$ cat src/rtl/multiplicador_if.sv
// Handshake and operand/result bundle for the sequential multiplier.
// master drives the request side; slave is the multiplier itself.
interface multiplicador_if #(
    parameter int unsigned LARGURA = 16
);
    logic               inicio;
    logic               sinal;
    logic [LARGURA-1:0] operando1;
    logic [LARGURA-1:0] operando2;
    logic               ocupado;
    logic               pronto;
    logic [LARGURA-1:0] res_low;
    logic [LARGURA-1:0] res_high;

    modport master (
        output inicio, sinal, operando1, operando2,
        input  ocupado, pronto, res_low, res_high
    );

    modport slave (
        input  inicio, sinal, operando1, operando2,
        output ocupado, pronto, res_low, res_high
    );
endinterface

$ cat src/rtl/multiplicador.sv
// Radix-2 shift-and-add multiplier, LARGURA iterations per product.
// Define MULT_SIGNED_EN to honour sinal (two's-complement operands).
module multiplicador #(
    parameter int unsigned LARGURA = 16
) (
    input logic            clock,
    input logic            reset,
    multiplicador_if.slave bus
);
    localparam int unsigned LargP = 2 * LARGURA;
    localparam int unsigned CntW  = $clog2(LARGURA + 1);

    typedef enum logic {StOcioso, StCalcula} estado_t;

    estado_t            r_estado, w_estado_d;
    logic [LargP-1:0]   r_mcand, w_mcand_d;
    logic [LARGURA-1:0] r_mplier, w_mplier_d;
    logic [LargP-1:0]   r_acc, w_acc_d;
    logic [CntW-1:0]    r_cont, w_cont_d;
    logic               r_ocupado, w_ocupado_d;
    logic               r_pronto, w_pronto_d;
    logic [LargP-1:0]   r_res, w_res_d;

    logic [LARGURA-1:0] w_mag1, w_mag2;
    logic               w_neg;
    logic [LargP-1:0]   w_soma;
    logic [LargP-1:0]   w_final;

`ifdef MULT_SIGNED_EN
    logic r_neg, w_neg_d;

    // 0x8000 negates to itself, which is the correct unsigned magnitude.
    assign w_mag1 = (bus.sinal && bus.operando1[LARGURA-1]) ? -bus.operando1 : bus.operando1;
    assign w_mag2 = (bus.sinal && bus.operando2[LARGURA-1]) ? -bus.operando2 : bus.operando2;
    assign w_neg_d = (r_estado == StOcioso && bus.inicio)
                   ? (bus.sinal & (bus.operando1[LARGURA-1] ^ bus.operando2[LARGURA-1]))
                   : r_neg;

    always_ff @(posedge clock or negedge reset) begin
        if (!reset) begin
            r_neg <= 1'b0;
        end else begin
            r_neg <= w_neg_d;
        end
    end

    assign w_neg = r_neg;
`else
    logic w_sinal_unused;
    assign w_sinal_unused = bus.sinal;
    assign w_mag1         = bus.operando1;
    assign w_mag2         = bus.operando2;
    assign w_neg          = 1'b0;
`endif

    assign w_soma  = r_acc + (r_mplier[0] ? r_mcand : {LargP{1'b0}});
    assign w_final = w_neg ? -w_soma : w_soma;

    always_comb begin
        w_estado_d  = r_estado;
        w_mcand_d   = r_mcand;
        w_mplier_d  = r_mplier;
        w_acc_d     = r_acc;
        w_cont_d    = r_cont;
        w_ocupado_d = r_ocupado;
        w_pronto_d  = 1'b0;
        w_res_d     = r_res;
        case (r_estado)
            StOcioso: begin
                if (bus.inicio) begin
                    w_mcand_d   = {{LARGURA{1'b0}}, w_mag1};
                    w_mplier_d  = w_mag2;
                    w_acc_d     = '0;
                    w_cont_d    = CntW'(LARGURA);
                    w_ocupado_d = 1'b1;
                    w_estado_d  = StCalcula;
                end
            end
            StCalcula: begin
                w_acc_d    = w_soma;
                w_mcand_d  = r_mcand << 1;
                w_mplier_d = r_mplier >> 1;
                w_cont_d   = r_cont - 1'b1;
                // Last iteration publishes its own sum directly.
                if (r_cont == CntW'(1)) begin
                    w_res_d     = w_final;
                    w_pronto_d  = 1'b1;
                    w_ocupado_d = 1'b0;
                    w_estado_d  = StOcioso;
                end
            end
            default: w_estado_d = StOcioso;
        endcase
    end

    always_ff @(posedge clock or negedge reset) begin
        if (!reset) begin
            r_estado  <= StOcioso;
            r_mcand   <= '0;
            r_mplier  <= '0;
            r_acc     <= '0;
            r_cont    <= '0;
            r_ocupado <= 1'b0;
            r_pronto  <= 1'b0;
            r_res     <= '0;
        end else begin
            r_estado  <= w_estado_d;
            r_mcand   <= w_mcand_d;
            r_mplier  <= w_mplier_d;
            r_acc     <= w_acc_d;
            r_cont    <= w_cont_d;
            r_ocupado <= w_ocupado_d;
            r_pronto  <= w_pronto_d;
            r_res     <= w_res_d;
        end
    end

    assign bus.ocupado  = r_ocupado;
    assign bus.pronto   = r_pronto;
    assign bus.res_low  = r_res[LARGURA-1:0];
    assign bus.res_high = r_res[LargP-1:LARGURA];
endmodule

$ cat src/flat_wrapper.sv
// flat-port wrapper written by rule: the top's interface ports become plain ports
module multiplicador_flat 
#(
    parameter int unsigned LARGURA = 16
)
  (clock, reset, bus_inicio, bus_sinal, bus_operando1, bus_operando2, bus_ocupado, bus_pronto, bus_res_low, bus_res_high);
  multiplicador_if #(.LARGURA(LARGURA)) bus_i ();
  input logic clock;
  input logic reset;
  input wire logic [$bits(bus_i.inicio)-1:0] bus_inicio;
  input wire logic [$bits(bus_i.sinal)-1:0] bus_sinal;
  input wire logic [$bits(bus_i.operando1)-1:0] bus_operando1;
  input wire logic [$bits(bus_i.operando2)-1:0] bus_operando2;
  output wire logic [$bits(bus_i.ocupado)-1:0] bus_ocupado;
  output wire logic [$bits(bus_i.pronto)-1:0] bus_pronto;
  output wire logic [$bits(bus_i.res_low)-1:0] bus_res_low;
  output wire logic [$bits(bus_i.res_high)-1:0] bus_res_high;
  assign bus_i.inicio = bus_inicio;
  assign bus_i.sinal = bus_sinal;
  assign bus_i.operando1 = bus_operando1;
  assign bus_i.operando2 = bus_operando2;
  assign bus_ocupado = bus_i.ocupado;
  assign bus_pronto = bus_i.pronto;
  assign bus_res_low = bus_i.res_low;
  assign bus_res_high = bus_i.res_high;
  multiplicador #(.LARGURA(LARGURA)) u_core (.clock(clock), .reset(reset), .bus(bus_i));
endmodule
$ cat config.mk
export PLATFORM = sky130hd
export DESIGN_NAME = multiplicador_flat
export DESIGN_NICKNAME = d
export VERILOG_FILES = /design/src/rtl/multiplicador_if.sv /design/src/rtl/multiplicador.sv /design/src/flat_wrapper.sv
export SDC_FILE = /design/constraint.sdc
export NUM_CORES = 1
export LEC_CHECK = 0
export CAP_MARGIN = 40
export CELL_PAD_IN_SITES_DETAIL_PLACEMENT = 1
export CELL_PAD_IN_SITES_GLOBAL_PLACEMENT = 2
export CORE_UTILIZATION = 36
export CTS_CLUSTER_DIAMETER = 120
export DETAILED_ROUTE_END_ITERATION = 6
export GPL_TIMING_DRIVEN = 1
export HOLD_SLACK_MARGIN = 0.1
export PLACE_DENSITY = 0.84
export SYNTH_ARGS = -nofsm -noshare
export SYNTH_HDL_FRONTEND = slang
export SYNTH_SLANG_ARGS = --single-unit
$ cat constraint.sdc
create_clock -name clock -period 3.93 [get_ports clock]
set_input_delay 0.786 -clock clock [delete_from_list [all_inputs] [get_ports clock]]
set_output_delay 0.786 -clock clock [all_outputs]
set_load 0.05 [all_outputs]
==> flow_metrics.env <==
export IMPL_path_buf_inv=1
export IMPL_period_share_pct=86.4
export IMPL_yosysSeqAreaShare_pct=45.0
export IMPL_cts_setup_buffers=0
export IMPL_grt_util_all_layers_pct=20.4
export IMPL_post_route_drc_count=9
export IMPL_grt_max_degree=72
export IMPL_setup_viol=0
export IMPL_synth_area_top_cells="dfrtp_1 (45%), nand2_1 (8.7%), ha_1 (6.2%)"
export IMPL_vias_per_cell=5.38
export IMPL_ys_top_cells_by_count="nand2_1 (154), dfrtp_1 (120), o21ai_0 (73)"
export IMPL_crit_path_max_incr_delay_ps=520
export IMPL_synth_edf_count=0
export IMPL_fin_ws_ps=536
export IMPL_gp_congestion=0.871
export IMPL_ys_warn_count=0
export IMPL_ys_ff_latch=120
export IMPL_place_ws_ps=596
export IMPL_synth_nets=787
export IMPL_min_period_ps=3390
export IMPL_grt_pass1_vias=5953
export IMPL_hold_viol_final=0
export IMPL_ctsResizeCount=0
export IMPL_htree_levels=4
export IMPL_report_final_slew_viol_count=0
export IMPL_fp_dieH_um=138
export IMPL_setup_tns_ps=0
export IMPL_path_clk_slew_ps=60
export IMPL_rows=49
export IMPL_vias=5504
export IMPL_async_reset_ff_share_pct=100
export IMPL_synth_area_leader_cell="dfrtp_1"
export IMPL_dr_pass1_iters=6
export IMPL_reg2reg_slack_ps=540
export IMPL_synth_main_ff_cell="dfrtp_1"
export IMPL_dieArea_um2=19100
export IMPL_ys_types=60
export IMPL_worstSetupPathType="register to register"
export IMPL_drt_initial_drc_count=255
export IMPL_path_cells="buf_4, and2_1, ha_1, nand2_1, o21ai_0, a21o_1, a31o_2, a21oi_1, o311ai_1, xor2_1, mux2_2"
export IMPL_synth_area_per_cell_um2=9.31
export IMPL_crit_slowest_cell="o311ai_1"
export IMPL_cts_tree="yes"
export IMPL_totalWireLength_mm=18.3
export IMPL_worstMarginPinSlew_ps=806
export IMPL_numPortBuffers=68
export IMPL_required_ps=4230
export IMPL_start_util_pct=36.9
export IMPL_hold_path_class="input port to asynchronous set/reset pin"
export IMPL_post_route_util_pct=45.6
export IMPL_syn_area_um2=6670
export IMPL_cp_arrival_ps=3700
export IMPL_hpwl_mm=12.7
export IMPL_core_area_um2=18100
export IMPL_nFillCells=2040
export IMPL_io_pin_count=70
export IMPL_gr_total_overflow=0
export IMPL_clock_fmax_mhz=295
export IMPL_synth_most_common_cell="nand2_1"
export IMPL_startpoint_type="register"
export IMPL_peakVddDrop_v=0.000318
export IMPL_syn2layout_area_growth_pct=23.5
export IMPL_die_w_um=138
export IMPL_layout_drive_gt1_share_pct=8.56
export IMPL_violations="DRC"
export IMPL_grt_pass1_wl_mm=30.9
export IMPL_finish_net_count=851
export IMPL_cts_sinks=120
export IMPL_status="finished, violations left"
export IMPL_p_leak_uw=0.00390
export IMPL_wl_per_cell_um=17.9
export IMPL_slew_headroom_pct=46.2
export IMPL_synth_top_cell_area_share_pct=45.0
export IMPL_fin_skew_ps=7.43
export IMPL_whs_ps=364
export IMPL_antenna_found_initial=0
export IMPL_drv_cap=0
export IMPL_syn_inst=717
export IMPL_cts_buffers=17
export IMPL_worstSetupEndpointType="register"
export IMPL_rsz0062_at_grt="false"
export IMPL_diodes=0
export IMPL_insertion_delay_ps=420
export IMPL_path_delay_family="compound AO/OA/AOI/OAI gates"
export IMPL_final_antenna_net_count=0
export IMPL_fin_total_pwr_uw=6770
export IMPL_holdBufCountCts=0
export IMPL_clock_path_buffers=2
export IMPL_cp_max_fo=10
export IMPL_root_buffer="clkbuf_16"
export IMPL_pwr_density_cell_nw_per_um2=822
metrics by stage:
step,instances,cell area (µm²)
final,1023,8240
after global routing,1023,8240
after CTS,1023,8240
after detailed placement,991,7630
after global placement,989,7570
after floorplan,717,6670
flip-flops by register name, summed over array words and instances (netlist names):
| register | flops |
|---|---|
| u_core.bus.ocupado | 1 |
| u_core.r_mplier | 16 |
| u_core.r_res | 32 |
| u_core.r_acc | 32 |
| u_core.r_mcand | 32 |
| u_core.r_cont | 5 |
| u_core.r_estado | 1 |
| u_core.bus.pronto | 1 |
where the power goes:
| group | internal, µW | leakage (µW) | switching [µW] |
|---|---|---|---|
| clock network | 1060 | 0.000293 | 576 |
| registers | 1760 | 0.00154 | 348 |
| logic | 1150 | 0.00207 | 1870 |
| total | 3970 | 0.00390 | 2800 |
layer usage:
layer	vias to the layer above	track usage (%)	wire length (µm)	share of wire [%]
li1	2634	-	-	-
met1	2766	25.8	8580	47
met2	76	34.4	8740	48
met3	28	4.54	602	3.3
met4	0	7.27	350	1.9
met5	-	0	0	0
cell usage in the layout, fill, tap and decap left out, drive strengths merged, types with 11 or more instances in the layout:
cell / count
nand2: 154
dfrtp: 120
o21ai: 75
clkdlybuf4s50: 66
and2: 34
mux2i: 33
ha: 33
nor2: 33
a21oi: 30
a22o: 26
clkbuf: 25
xnor2: 16
buf: 16
a21o: 13
inv: 12
xor2: 11
worst paths after layout:
| kind | startpoint | to | cells past startpoint |
|---|---|---|---|
| min in group clock | u_core.r_res[15] | u_core.r_res[15] | 2 |
| setup reg to reg | u_core.r_mplier[0] | u_core.r_res[29] | 11 |
| hold / removal | reset | u_core.r_acc[13] | 2 |
| hold reg to reg | u_core.r_res[15] | u_core.r_res[15] | 2 |
| setup / recovery | u_core.r_mplier[0] | u_core.r_res[29] | 11 |
| max in group asynchronous | reset | u_core.r_res[0] | 3 |
layout make-up:
| class | count | area, µm² | share of cell area, % |
|---|---|---|---|
| Inverter | 13 | 48.8 | 0.592 |
| Clock buffer | 25 | 495 | 6.01 |
| Timing Repair Buffer | 82 | 818 | 9.93 |
| Clock inverter | 7 | 115 | 1.40 |
| Multi-Input combinational cell | 547 | 3470 | 42.1 |
| Sequential cell | 120 | 3000 | 36.5 |
| Tap cell | 229 | 287 | 3.48 |
cell families after synthesis:
| kind of cell | after synthesis | synth area share [%] |
|---|---|---|
| DFF | 120 | 45.0 |
| muxes | 41 | 6.30 |
| xor gates and xnor gates | 28 | 3.88 |
| AOI/OAI and AO/OA | 185 | 18.0 |
| buffers and inverters | 50 | 3.09 |
| and+or+nand+nor | 259 | 17.2 |
| adders and majority gates | 34 | 6.49 |
Note: power is estimated with default switching activity, not from simulation.
